$ cat src/rtl/seq1011_frame_tx.sv
// seq1011_frame_tx: valid/ready payload word to serial frame (sync word, payload MSB-first, optional parity)
// Optional even-parity bit appended when SEQ_TX_PARITY_EN is defined.
module seq1011_frame_tx #(
    parameter logic [7:0] SYNC     = 8'b0000_1011,
    parameter int         SYNC_LEN = 4,
    parameter int         DATA_W   = 8
) (
    input  logic              clk,
    input  logic              rst,
    input  logic              i_valid,
    input  logic [DATA_W-1:0] i_data,
    output logic              o_ready,
    output logic              o_seq,
    output logic              o_busy,
    output logic              o_last
);
    localparam int MAXL = (SYNC_LEN > DATA_W) ? SYNC_LEN : DATA_W;
    localparam int CW   = (MAXL > 1) ? $clog2(MAXL) : 1;
`ifdef SEQ_TX_PARITY_EN
    localparam int FW = SYNC_LEN + DATA_W + 1;
    typedef enum logic [1:0] {ST_IDLE, ST_SYNC, ST_DATA, ST_PAR} state_t;
`else
    localparam int FW = SYNC_LEN + DATA_W;
    typedef enum logic [1:0] {ST_IDLE, ST_SYNC, ST_DATA} state_t;
`endif
    localparam logic [CW-1:0] C_SYNC_END = CW'(SYNC_LEN - 1);
    localparam logic [CW-1:0] C_DATA_END = CW'(DATA_W - 1);

    state_t        r_state, w_state_nxt;
    logic [CW-1:0] r_cnt, w_cnt_nxt;
    logic [FW-1:0] r_shift, w_shift_nxt;
    logic          r_last, w_last_nxt;
    logic          w_accept;
    logic [FW-1:0] w_frame;

    // The whole frame is latched at once and shifted out MSB-first; zeros shift in,
    // so o_seq is a plain flop that naturally reads 0 once the frame has drained.
`ifdef SEQ_TX_PARITY_EN
    assign w_frame = {SYNC[SYNC_LEN-1:0], i_data, ^i_data};
`else
    assign w_frame = {SYNC[SYNC_LEN-1:0], i_data};
`endif
    assign w_accept = i_valid & o_ready;
    assign o_seq    = r_shift[FW-1];
    assign o_last   = r_last;

    // State, bit counter, frame shifter and registered last-bit flag
    always_ff @(posedge clk) begin
        if (rst) begin
            r_state <= ST_IDLE;
            r_cnt   <= '0;
            r_shift <= '0;
            r_last  <= 1'b0;
        end else begin
            r_state <= w_state_nxt;
            r_cnt   <= w_cnt_nxt;
            r_shift <= w_shift_nxt;
            r_last  <= w_last_nxt;
        end
    end

    // Next state: every phase transition is taken when the counter reaches zero
    always_comb begin
        w_state_nxt = r_state;
        w_cnt_nxt   = r_cnt;
        w_shift_nxt = r_shift;
        case (r_state)
            ST_IDLE: begin
                if (w_accept) begin
                    w_state_nxt = ST_SYNC;
                    w_cnt_nxt   = C_SYNC_END;
                    w_shift_nxt = w_frame;
                end
            end
            ST_SYNC: begin
                w_shift_nxt = r_shift << 1;
                w_state_nxt = (r_cnt == '0) ? ST_DATA : ST_SYNC;
                w_cnt_nxt   = (r_cnt == '0) ? C_DATA_END : r_cnt - CW'(1);
            end
            ST_DATA: begin
                w_shift_nxt = r_shift << 1;
                w_cnt_nxt   = (r_cnt == '0) ? '0 : r_cnt - CW'(1);
`ifdef SEQ_TX_PARITY_EN
                w_state_nxt = (r_cnt == '0) ? ST_PAR : ST_DATA;
`else
                w_state_nxt = (r_cnt == '0) ? ST_IDLE : ST_DATA;
`endif
            end
`ifdef SEQ_TX_PARITY_EN
            ST_PAR: begin
                w_shift_nxt = r_shift << 1;
                w_state_nxt = ST_IDLE;
            end
`endif
            default: w_state_nxt = ST_IDLE;
        endcase
    end

    // Handshake and status outputs; last flag is computed one cycle ahead so it can be registered
    always_comb begin
        o_ready = (r_state == ST_IDLE) & ~rst;
        o_busy  = r_state != ST_IDLE;
`ifdef SEQ_TX_PARITY_EN
        w_last_nxt = w_state_nxt == ST_PAR;
`else
        w_last_nxt = (w_state_nxt == ST_DATA) && (w_cnt_nxt == '0);
`endif
    end
endmodule

$ cat config.mk
export PLATFORM = sky130hd
export DESIGN_NAME = seq1011_frame_tx
export DESIGN_NICKNAME = d
export VERILOG_FILES = /design/src/rtl/seq1011_frame_tx.sv
export SDC_FILE = /design/constraint.sdc
export NUM_CORES = 1
export LEC_CHECK = 0
export ABC_CLOCK_PERIOD_IN_PS = 2260
export BUFFER_PORTS_ARGS = -buffer_cell sky130_fd_sc_hd__buf_2
export CAP_MARGIN = 20
export CELL_PAD_IN_SITES_DETAIL_PLACEMENT = 0
export CELL_PAD_IN_SITES_GLOBAL_PLACEMENT = 1
export CORE_MARGIN = 10
export CORE_UTILIZATION = 43
export CTS_BUF_LIST = sky130_fd_sc_hd__clkbuf_8
export DETAILED_ROUTE_END_ITERATION = 6
export PLACE_DENSITY = 0.87
export SLEW_MARGIN = 20
export SYNTH_ARGS = -nofsm -noshare
export SYNTH_HDL_FRONTEND = slang
export SYNTH_SLANG_ARGS = --single-unit
$ cat constraint.sdc
create_clock -name clk -period 2.26 [get_ports clk]
set_input_delay 0.113 -clock clk [delete_from_list [all_inputs] [get_ports clk]]
set_output_delay 0.113 -clock clk [all_outputs]
set_load 0.02 [all_outputs]
==> impl_metrics.csv <==
group,metric,value,unit
synth,synthArstFlopShare,0,
sta,worst_slew_pin_slew,551,ps
route,routed_wl,1830,µm
synth,syn_inst,100,
placement,place_congestion,0.835,
sta,fmax,0.533,GHz
cts,worst_skew_pair.late_latency,250,ps
synth,netlist_area,900,µm²
setup_path,rr_endpoint,"r_shift[8]",
sta,drv_slew,0,
grt,gr-total-overflow,0,
setup_path,reg2reg_slack,380,ps
grt,grt.total_usage,0.0871,
cts,cts_sinks,18,
floorplanning,die_h,65.7,µm
pwr,powerDensity,1110,nW/µm²
setup_path,path_max_fanout,20,
setup_path,critPathLaunch,"r_state[0]",
grt,grt_pass1_wl,3060,µm
setup_path,path_cells,"inv_1 -> ha_1 -> and3b_1 -> a21o_1 -> nor2_1 -> a311oi_1",
placement,dpl_worst_slack,383,ps
route,vias,751,
sta,worst_slack,385,ps
sta,whs,195,ps
route,postRouteAntennaNets,0,
floorplanning,initial_utilization,0.454,
sta,setup_viol,0,
synth,synth_top_area_cell,"dfxtp_1",
setup_path,cp.required,2420,ps
route,dr.pass1.iters,4,
placement,dpl.hpwl,1340,µm
final_layout,diodes,0,
synth,synth.area.top_cells,"dfxtp_1 (40%), mux2i_1 (7.8%), a211oi_1 (5.8%)",
floorplanning,dieArea,4320,µm²
synth,yosysUniqueCellTypes,31,
sta,hold_viol_final,0,
synth,synth.top_cell.area_share,0.401,
route,wl_per_cell,13.1,µm
setup_path,cp-end-kind,"register",
sta,finalClockSkew,2.39,ps
placement,port_buffers,14,
setup_path,endpoint,"r_shift[8]",
sta,rsz0062_at_grt,"no",
cts,holdBufCountCts,0,
setup_path,cp-start-kind,"register",
floorplanning,rows,16,
route,drtIter0Drc,24,
final_layout,area_growth,14.2,%
setup_path,cpPeakStageDelay,460,ps
sta,setup-tns-final,0,ps
synth,synth-seq-cells,18,
cts,cts_resized,0,
sta,layout_min_cycle_time,1880,ps
floorplanning,coreArea,1980,µm²
floorplanning,die_w,65.7,µm
setup_path,critPathKind,"register to register",
synth,yosys_warnings,0,
grt,grt_pass1_vias,719,
setup_path,reg2reg_depth,6,
synth,syn_area_per_cell,9.00,µm²
synth,synthTopCellsByCount,"dfxtp_1 (18), nor2_1 (14), a211oi_1 (7), inv_1 (7), mux2i_1 (7)",
cts,cts_root_buf,"clkbuf_8",
setup_path,r2r-start,"r_state[0]",
pwr,ir_drop,0.431,mV
synth,synthesis.nets,115,
cts,numCtsBuffers,3,
cts,cts_tree,"done",
cts,cts.htree.levels,1,
grt,grt_max_degree,21,
pwr,power_leakage,0.413,nW
cts,post_cts_buffers,0,
setup_path,slowest_stage,"a21o_1",
hold_path,hold_path_class,"primary input to register",
cts,clkTransAtPathRegs,60,ps
final_layout,num-fill-cells,192,
final_layout,nNetsFinal,129,
hold_path,hold-path-cell-count,3,
synth,synth.most_common_cell,"dfxtp_1",
final_layout,drive_gt1_frac,0.196,
route,drc_errors,0,
run_status,outcome,"finished clean",
synth,synth-edff-count,0,
synth,synthFlopType,"dfxtp_1",
sta,max_slew_margin,0.632,
setup_path,crit_arrival,2030,ps
grt,antenna_found_initial,0,
cts,clk_path_buf_depth,2,
route,viasPerCell,5.40,
run,timing.max_cap.violations,0,
final_layout,final_util,0.518,
floorplanning,boundaryPins,15,
sta,period_share,0.830,
synth,seq_area_frac_synth,0.401,
## logic make-up (layout without fill, tap and decap cells)
| group | Yosys count | in the layout | synth area share |
|---|---|---|---|
| compound gates | 27 | 27 | 0.224 |
| fa+ha+maj | 4 | 4 | 0.0556 |
| buf+inv | 13 | 25 | 0.0570 |
| flops | 18 | 18 | 0.401 |
| mux | 7 | 7 | 0.0779 |
| simple gates | 31 | 31 | 0.185 |
## worst max-delay path: cells and delay by family (launching register included)
kind | cells | cell delay [ps]
AO/OA/AOI/OAI | 2 | 700
buffers and inverters | 1 | 90
flip-flops | 1 | 340
AND/OR/NAND/NOR | 2 | 370
adder cells (fa/ha/maj) | 1 | 270
## flip-flops by register name, summed over array words and instances (netlist names)
register / flops
r_state: 2
r_shift: 12
o_last: 1
r_cnt: 3
## placed cells by master, fill, tap and decap left out
cell type,synthesis,layout
o21ai_0,6,6
nand2b_1,1,1
a311oi_1,3,3
a221oi_1,1,1
o211ai_1,1,1
or3_2,1,1
clkbuf_8,0,3
a32oi_1,1,1
ha_1,4,4
a21o_1,1,1
nor4_2,1,1
or4b_1,1,1
nor2_1,14,14
a22o_2,1,1
nand3_1,1,1
inv_1,7,7
mux2i_1,7,7
or3_1,1,1
nor3_1,2,2
buf_2,2,14
nand2_1,2,2
a211oi_1,7,7
o31ai_1,2,2
a21oi_1,2,2
and3b_1,1,1
a221o_1,1,1
buf_4,0,1
nand3b_1,1,1
nor3b_1,1,1
nor2b_1,4,4
a311oi_2,1,1
dfxtp_1,18,18
## how the worst min path moves through the flow
stage                         start          to  slack (ps)
after global placement    i_data[6]  r_shift[6]         450
after floorplan           i_data[4]  r_shift[4]         350
final                     i_data[1]  r_shift[1]         200
after global routing      i_data[1]  r_shift[1]         210
after detailed placement  i_data[1]  r_shift[1]         460
after CTS                 i_data[5]  r_shift[5]         190
## final cells by class
cell class | instances | area, µm² | area share
Timing Repair Buffer | 15 | 77.6 | 0.0755
Inverter | 7 | 26.3 | 0.0256
Sequential cell | 18 | 360 | 0.351
Tap cell | 27 | 33.8 | 0.0329
Multi-Input combinational cell | 69 | 488 | 0.475
Clock buffer | 3 | 41.3 | 0.0402
## power by group
group          internal, mW  switching, mW  total (mW)
clock network         0.118         0.0943       0.212
logic                 0.205          0.268       0.473
registers             0.395         0.0617       0.456
## metal layers
metal | track usage | share of wire | vias to the layer above
li1 | - | - | 390
met1 | 0.103 | 0.47 | 333
met2 | 0.134 | 0.47 | 24
met3 | 0.0339 | 0.061 | 4
met4 | 0.0428 | 0.0071 | 0
met5 | 0 | 0 | -
## stage by stage
stage | total power, mW | cells | cell area, µm²
global route | 1.23 | 139 | 1030
floorplan | 0.831 | 100 | 900
CTS | 1.16 | 139 | 1030
detailed placement | 0.934 | 136 | 986
finish | 1.14 | 139 | 1030
global placement | 0.925 | 136 | 986
Power figures use the tool's default switching activity.
